**src/rtl/sprite_plot_sequencer.sv**
```systemverilog
// Turns one (x, y, colour) anchor update into a per-pixel plot stream: erase the previous
// sprite box to background, then draw the new box, one pixel slot per clock.
module sprite_plot_sequencer #(
    parameter int unsigned SPRITE_W  = 4,
    parameter int unsigned SPRITE_H  = 4,
    parameter int unsigned SCREEN_W  = 320,
    parameter int unsigned SCREEN_H  = 240,
    parameter logic [2:0]  BG_COLOUR = 3'b000
) (
    input  logic       clk,
    input  logic       reset,
    input  logic [8:0] in_x,
    input  logic [7:0] in_y,
    input  logic [2:0] in_colour,
    input  logic       in_valid,
    output logic       in_ready,
    output logic [8:0] vga_x,
    output logic [7:0] vga_y,
    output logic [2:0] vga_colour,
    output logic       vga_plot,
    output logic       draw_done
);

    localparam logic [3:0] LastDx = 4'(SPRITE_W - 1);
    localparam logic [3:0] LastDy = 4'(SPRITE_H - 1);

    typedef enum logic [1:0] {StIdle, StErase, StDraw} state_e;

    state_e     r_state, w_state;
    logic [3:0] r_dx, w_dx, r_dy, w_dy;
    logic       r_has_prev, w_has_prev;
    logic [8:0] r_prev_x, w_prev_x, r_new_x, w_new_x;
    logic [7:0] r_prev_y, w_prev_y, r_new_y, w_new_y;
    logic [2:0] r_prev_colour, w_prev_colour, r_new_colour, w_new_colour;
    logic [8:0] r_vga_x, w_vga_x;
    logic [7:0] r_vga_y, w_vga_y;
    logic [2:0] r_vga_colour, w_vga_colour;
    logic       r_vga_plot, w_vga_plot;
    logic       r_draw_done, w_draw_done;

    logic       w_emit, w_erase_slot, w_last, w_same;
    logic [3:0] w_adv_dx, w_adv_dy;
    logic [8:0] w_base_x;
    logic [7:0] w_base_y;
    logic [2:0] w_base_colour;
    logic [9:0] w_sum_x;
    logic [8:0] w_sum_y;

    // r_dx/r_dy index the slot currently on the outputs; the state names its sweep.
    assign w_last   = (r_dx == LastDx) && (r_dy == LastDy);
    assign w_adv_dx = (r_dx == LastDx) ? 4'd0 : r_dx + 4'd1;
    assign w_adv_dy = (r_dx == LastDx) ? r_dy + 4'd1 : r_dy;
    assign w_same   = (in_x == r_prev_x) && (in_y == r_prev_y) && (in_colour == r_prev_colour);

    assign in_ready   = (r_state == StIdle) && !reset;
    assign vga_x      = r_vga_x;
    assign vga_y      = r_vga_y;
    assign vga_colour = r_vga_colour;
    assign vga_plot   = r_vga_plot;
    assign draw_done  = r_draw_done;

    always_comb begin
        w_state       = r_state;
        w_dx          = r_dx;
        w_dy          = r_dy;
        w_has_prev    = r_has_prev;
        w_prev_x      = r_prev_x;
        w_prev_y      = r_prev_y;
        w_prev_colour = r_prev_colour;
        w_new_x       = r_new_x;
        w_new_y       = r_new_y;
        w_new_colour  = r_new_colour;
        w_emit        = 1'b0;
        w_erase_slot  = 1'b0;
        w_draw_done   = 1'b0;

        unique case (r_state)
            StIdle: begin
                if (in_valid) begin
                    w_new_x      = in_x;
                    w_new_y      = in_y;
                    w_new_colour = in_colour;
                    if (r_has_prev && w_same) begin
                        w_draw_done = 1'b1;
                    end else begin
                        w_emit       = 1'b1;
                        w_dx         = 4'd0;
                        w_dy         = 4'd0;
                        w_erase_slot = r_has_prev;
                        w_state      = r_has_prev ? StErase : StDraw;
                    end
                end
            end
            StErase: begin
                w_emit = 1'b1;
                if (w_last) begin
                    w_state = StDraw;
                    w_dx    = 4'd0;
                    w_dy    = 4'd0;
                end else begin
                    w_dx         = w_adv_dx;
                    w_dy         = w_adv_dy;
                    w_erase_slot = 1'b1;
                end
            end
            StDraw: begin
                // The last draw pixel stays visible for one cycle before returning to idle.
                if (w_last) begin
                    w_state = StIdle;
                end else begin
                    w_emit = 1'b1;
                    w_dx   = w_adv_dx;
                    w_dy   = w_adv_dy;
                end
            end
            default: w_state = StIdle;
        endcase

        w_base_x      = w_erase_slot ? r_prev_x : w_new_x;
        w_base_y      = w_erase_slot ? r_prev_y : w_new_y;
        w_base_colour = w_erase_slot ? BG_COLOUR : w_new_colour;
        w_sum_x       = {1'b0, w_base_x} + {6'd0, w_dx};
        w_sum_y       = {1'b0, w_base_y} + {5'd0, w_dy};

        w_vga_x      = r_vga_x;
        w_vga_y      = r_vga_y;
        w_vga_colour = r_vga_colour;
        w_vga_plot   = 1'b0;
        if (w_emit) begin
            w_vga_x      = w_sum_x[8:0];
            w_vga_y      = w_sum_y[7:0];
            w_vga_colour = w_base_colour;
            w_vga_plot   = (32'(w_sum_x) < SCREEN_W) && (32'(w_sum_y) < SCREEN_H);
            if (!w_erase_slot && (w_dx == LastDx) && (w_dy == LastDy)) begin
                w_draw_done   = 1'b1;
                w_has_prev    = 1'b1;
                w_prev_x      = w_new_x;
                w_prev_y      = w_new_y;
                w_prev_colour = w_new_colour;
            end
        end
    end

    always_ff @(posedge clk) begin
        if (reset) begin
            r_state       <= StIdle;
            r_dx          <= 4'd0;
            r_dy          <= 4'd0;
            r_has_prev    <= 1'b0;
            r_prev_x      <= 9'd0;
            r_prev_y      <= 8'd0;
            r_prev_colour <= 3'd0;
            r_new_x       <= 9'd0;
            r_new_y       <= 8'd0;
            r_new_colour  <= 3'd0;
            r_vga_x       <= 9'd0;
            r_vga_y       <= 8'd0;
            r_vga_colour  <= 3'd0;
            r_vga_plot    <= 1'b0;
            r_draw_done   <= 1'b0;
        end else begin
            r_state       <= w_state;
            r_dx          <= w_dx;
            r_dy          <= w_dy;
            r_has_prev    <= w_has_prev;
            r_prev_x      <= w_prev_x;
            r_prev_y      <= w_prev_y;
            r_prev_colour <= w_prev_colour;
            r_new_x       <= w_new_x;
            r_new_y       <= w_new_y;
            r_new_colour  <= w_new_colour;
            r_vga_x       <= w_vga_x;
            r_vga_y       <= w_vga_y;
            r_vga_colour  <= w_vga_colour;
            r_vga_plot    <= w_vga_plot;
            r_draw_done   <= w_draw_done;
        end
    end

endmodule

```
**config.mk**
```make
export PLATFORM = sky130hd
export DESIGN_NAME = sprite_plot_sequencer
export DESIGN_NICKNAME = d
export VERILOG_FILES = /design/src/rtl/sprite_plot_sequencer.sv
export SDC_FILE = /design/constraint.sdc
export NUM_CORES = 1
export LEC_CHECK = 0
export BUFFER_PORTS_ARGS = -buffer_cell sky130_fd_sc_hd__buf_2
export CORE_MARGIN = 5
export CORE_UTILIZATION = 45
export DETAILED_ROUTE_END_ITERATION = 10
export PLACE_DENSITY_LB_ADDON = 0.08
export SLEW_MARGIN = 15
export SYNTH_ARGS = -nofsm -noshare
export SYNTH_HDL_FRONTEND = slang
export SYNTH_SLANG_ARGS = --single-unit
export TNS_END_PERCENT = 10
```
**constraint.sdc**
```tcl
create_clock -name clk -period 4.6 [get_ports clk]
set_input_delay 1.15 -clock clk [delete_from_list [all_inputs] [get_ports clk]]
set_output_delay 1.15 -clock clk [all_outputs]
set_load 0.02 [all_outputs]
```
== After elaboration in Yosys (flattened, before gate mapping) ==
Cells that the tools add are included.
Cells by class
  add/sub/neg operators: 4
  $lt $le $gt $ge: 2
  eq/ne operators: 13
  mux-type cells: 39
  bitwise operators: 1
  reductions and logical operators: 14
Operators with widths (count)
  $mux 4: 10
  $mux 9: 3
  $mux 8: 3
  $pmux 4 s3: 2
  $eq 4x2->1 const B: 4
  $add 9x4->10: 1
  $lt 10x9->1 const B: 1
  $mux 1: 10
  $mux 2: 5
  $add 8x4->9: 1
  $eq 9x9->1: 1
  $lt 9x8->1 const B: 1
  $mux 3: 3
  $add 4x1->4 const B: 2
  $eq 8x8->1: 1
  $logic_and 1x1->1: 8
  $ne 2x2->1 const B: 4
  $pmux 2 s3: 1
  $reduce_and 4->1: 1
  $eq 3x3->1: 1
  $pmux 1 s3: 1
  $eq 2x1->1 const B: 1
  $eq 2x2->1 const B: 1
  $logic_not 1->1: 2
  5 further kinds: 5
Storage, ports and cells
  register bits: 73
  input bits: 23
  output and inout port bits: 23
  logic and storage cells: 88

== Longest topological paths before layout ==
  word-level depth: 12
  depth in mapped cells: 20

== Least setup slack after synthesis ==
Ideal clock, no wire load.
  path kind: in2reg
  from: in in_y[0]
  to: reg r_vga_y[6] (netlist: vga_y[6])
  library setup time: 86 ps
  data arrival time: 4307 ps
  required time: 4514 ps
  setup slack: 208 ps
  cell stages on the path: 18
  cell sequence: xor2_1 nor4_1 nand3_2 a211oi_4 buf_2 buf_1 nor2_1 a21oi_1 ha_1 inv_1 fa_1 inv_1 a21oi_1 o21bai_1 nand3_1 xnor2_1 mux2i_1 a211oi_1
On the way
  word-level cells in the longest chain between the ends: 9
  elaborated cells on any way between the ends: 17
Ends and longest elaborated chain
  from (decl): line 13  | input logic [7:0] in_y,
  $eq 8x8->1: line 53  | assign w_same = (in_x == r_prev_x) && (in_y == r_prev_y) && (in_colour == r_prev_colour);
  $logic_and 1x1->1 (2 in series): line 53
  $logic_and 1x1->1: line 83  | if (r_has_prev && w_same) begin
  $mux 1: line 83
  $mux 1: line 79  | if (in_valid) begin
  $pmux 1 s2: line 77  | unique case (r_state)
  $mux 8: line 120  | w_base_y = w_erase_slot ? r_prev_y : w_new_y;
  $add 8x4->9: line 123  | w_sum_y = {1'b0, w_base_y} + {5'd0, w_dy};
  to (signal assigned): line 173  | r_vga_y <= w_vga_y;
  to (decl): line 36  | logic [7:0] r_vga_y, w_vga_y;
Several ways; a longest one is shown, not always the timed one.
A chain may end at the register's enable or synchronous reset.

== Worst setup path in the final report ==
  from: in in_y[0]
  to: reg r_vga_plot (netlist: vga_plot)
On the way
  word-level cells in the longest chain between the ends: 11
  elaborated cells on any way between the ends: 27
Ends and longest elaborated chain
  $eq 8x8->1: line 53
  $logic_and 1x1->1 (2 in series): line 53
  $logic_and 1x1->1: line 83
  $mux 1: line 83
  $mux 1: line 79
  $pmux 1 s2: line 77
  $mux 9 or $mux 8 (tied branches): line 119, 120
  $add 9x4->10 or $add 8x4->9 (tied branches): line 122, 123
  $lt 10x9->1 or $lt 9x8->1 (tied branches): line 133  | w_vga_plot = (32'(w_sum_x) < SCREEN_W) && (32'(w_sum_y) < SCREEN_H);
  $logic_and 1x1->1: line 133
  to (signal assigned): line 175  | r_vga_plot <= w_vga_plot;
  to (decl): line 38  | logic r_vga_plot, w_vga_plot;
Several ways; a longest one is shown, not always the timed one.

==> run_results.csv <==
group,metric,value,unit
global_routing,grt_antenna_before_repair,0,
synth,synth-edff-count,0,
synth,synthArstFlopShare,0,%
synth,synthCells,448,
finish,antenna-diode-count,0,
cts,clock_insertion_delay_worst_skew,0.35,ns
finish,nFillCells,863,
finish,multi_input_area,2520,µm²
finish,layout.nets,536,
routing,drc_errors,0,
cts,clk_pin_slew,0.08,ns
sta,finClkSkew,0.0123,ns
floorplan,die_w,106,µm
sta,final_max_slew_viol_count,0,
synth,yosys.area_share.simple,19.4,%
finish,layout_commonest_cell,"dfxtp_1",
sta,fin_setup_tns,0,ns
pwr,clkPwrFrac,41.6,%
worst_setup_path,cpPeakStageDelay,0.42,ns
synth,synth-seq-cells,73,
global_routing,grt_use_total,18.5,%
routing,vias,3259,
sta,timing.slew.headroom,48.5,%
routing,drt_pass1_iterations,6,
pwr,seqPwrFrac,44.8,%
global_routing,grt_pass1_vias,3095,
routing,wire_per_inst,16.4,µm
finish,layout-drive-gt1-share,22.7,%
worst_setup_path,critPathCaptureType,"flop",
sta,fmax,232,MHz
floorplan,start_util,45.5,%
placement,dp_cells,601,
sta,period_needed,4.32,ns
worst_setup_path,worstPathCellList,"buf_2 > xor2_1 > nor4_1 > nand3_2 > a211oi_4 > buf_4 > nor2_1 > a21oi_1 > inv_1 > fa_1 > nor2b_1 > o21ai_0 > a21oi_1 > xnor2_1 > mux2i_1 > a21boi_0 > a311oi_1",
synth,post_synth_fa_ha_maj_area_fraction,4.47,%
run,maxCapViolCount,0,
worst_setup_path,worst_ep_required_time,4.86,ns
synth,synth_flop_cell,"dfxtp_1",
global_routing,grt_max_degree,74,
synth,yosysTopAreaCell,"dfxtp_1",
cts,cts_tree,"done",
worst_setup_path,cp_max_fo,9,
placement,dpl.hpwl,7540,µm
finish,regArea,1460,µm²
routing,viasPerCell,5.28,
cts,cts_buffers,9,
global_routing,grt_overflow,0,
floorplan,die_h,106,µm
pwr,ir_worst_vdd,0.138,mV
worst_setup_path,crit_slowest_cell,"fa_1",
hold_path,min_path_type,"reg -> reg",
outcome,status,"finished clean",
synth,yosysWarnings,0,
synth,syn_area,4150,µm²
floorplan,die_area,11200,µm²
floorplan,coreArea,9110,µm²
routing,routed_wl,10100,µm
sta,timing.final.hold_violations,0,
synth,synth_cell_types,56,
finish,fin_util,52.8,%
pwr,swShare,26.0,%
routing,drtIter0Drc,153,
floorplan,rows,35,
worst_setup_path,crit_path_start_kind,"primary input",
cts,cts.sinks,73,
finish,area_growth,16.0,%
finish,final_cells,617,
placement,place_area,4560,µm²
synth,avgSynthCellArea,9.26,µm²
synth,synth_mux_area_share,18.0,%
sta,rsz0062_at_grt,"false",
finish,post-route-cell-area,4810,µm²
pwr,p_sw,390,µW
placement,pre_cts_ws,-0.195,ns
synth,synth_xor_area_share,8.03,%
routing,drtAntennaViolNets,0,
cts,cts-root-buf,"clkbuf_8",
cts,h-tree-depth,3,
pwr,leakage,2.26,nW
sta,fin_ws,0.283,ns
worst_setup_path,cpMostUsedCell,"a21oi_1",
floorplan,design.portCount,46,
cts,clockBufferDepth,2,
synth,synth_compound_area_share,10.4,%
pwr,powerDensity,312,nW/µm²
sta,min_period_over_period,93.8,%
synth,seq_area_frac_synth,35.2,%
worst_setup_path,worstPathArrival,4.57,ns
sta,hold_ws,0.493,ns
sta,finalSetupViolations,0,
worst_setup_path,path_class,"in -> reg",
sta,tightest_slew,0.772,ns
cts,cts_setup_buffers,0,
pwr,power.internal,1.11,mW
synth,synth.area.top_cells,"dfxtp_1 (35%), mux2i_1 (9.9%), mux2_4 (6.5%)",
global_routing,grt_pass1_wl,16300,µm
synth,synth_top_family_by_area,"simple AND/OR/NAND/NOR gates",
placement,io_buffers,45,
synth,synth_nets,483,
placement,gp_congestion,0.867,
synth,synth_top_area_share,35.2,%
finish,final_cell_mix,"dfxtp_1 (73), nor2_1 (63), buf_2 (45), mux2i_1 (41), nor2b_1 (30)",
pwr,power,1.50,mW
cts,postCtsHoldBufs,0,
pwr,p_comb_share,13.7,%
cells in the mapped netlist, drive strengths merged, types with 2 or more instances:
cell	instances
a21o	5
ha	10
o31ai	2
xnor2	10
a211oi	9
inv	20
xor2	28
nand2	26
nor4	6
buf	13
nor2	63
clkbuf	8
fa	2
nand3	9
a32oi	2
a21oi	18
mux2	24
a21boi	2
a31oi	2
a311oi	3
nand4	3
dfxtp	73
nand3b	2
nor3	3
maj3	2
o21bai	3
and3	4
mux2i	41
o21ai	8
nor3b	4
nor2b	30
power by group through the flow:
stage,sequential [mW],clock [mW],combinational (mW)
after global placement,0.687,0,0.204
final,0.672,0.625,0.205
after global routing,0.675,0.668,0.226
after floorplan,0.702,0,0.119
after CTS,0.672,0.640,0.206
after detailed placement,0.687,0,0.204
timing repair:
item	4_1_cts	5_1_grt
gates resized for setup	0	2
setup endpoints to repair	0	2
endpoints found under the hold margin	0	0
sequential cells by signal (all words and copies together) (netlist names):
register       cells
vga_x              9
r_state            2
r_new_colour       3
draw_done          1
r_new_x            9
vga_y              8
r_prev_x           9
r_dy               4
vga_plot           1
vga_colour         3
r_prev_y           8
r_prev_colour      3
r_has_prev         1
r_new_y            8
r_dx               4
layout make-up:
class / instances / area share [%]
Multi-Input combinational cell: 334 / 52.3
Sequential cell: 73 / 30.4
Timing Repair Buffer: 63 / 7.75
Clock buffer: 11 / 2.94
Tap cell: 111 / 2.89
Clock inverter: 5 / 2.13
Inverter: 20 / 1.56
worst paths after layout:
path	start	endpoint	slack, ns	depth (start not counted)
worst max-delay path	in_y[0]	vga_plot	0.28	17
worst min register to register	vga_x[3]	vga_x[3]	0.49	2
worst min-delay path	vga_x[3]	vga_x[3]	0.49	2
worst max register to register	r_prev_x[5]	vga_plot	0.79	16
routing by layer:
metal / GRT usage, % / routed length (µm) / vias up / part of all wire (%)
met5: 0 / 0 / - / 0
li1: - / - / 1644 / -
met2: 28.7 / 4640 / 67 / 46
met4: 6.11 / 184 / 0 / 1.8
met1: 25.8 / 4930 / 1532 / 49
met3: 3.58 / 381 / 16 / 3.8
worst max-delay path: cells and delay by family:
| kind | cells | cell delay [ns] |
|---|---|---|
| AO/OA/AOI/OAI | 6 | 1.39 |
| buffers and inverters | 3 | 0.46 |
| adder cells (fa/ha/maj) | 1 | 0.42 |
| AND/OR/NAND/NOR | 4 | 0.75 |
| XOR/XNOR | 2 | 0.29 |
| multiplexers | 1 | 0.11 |
kinds of logic after synthesis:
kind of cell               after synthesis
DFF                                     73
muxes                                   65
buffers and inverters                   41
AOI/OAI and AO/OA                       61
and+or+nand+nor                        156
xor gates and xnor gates                38
adders and majority gates               14
Power figures use the tool's default switching activity.
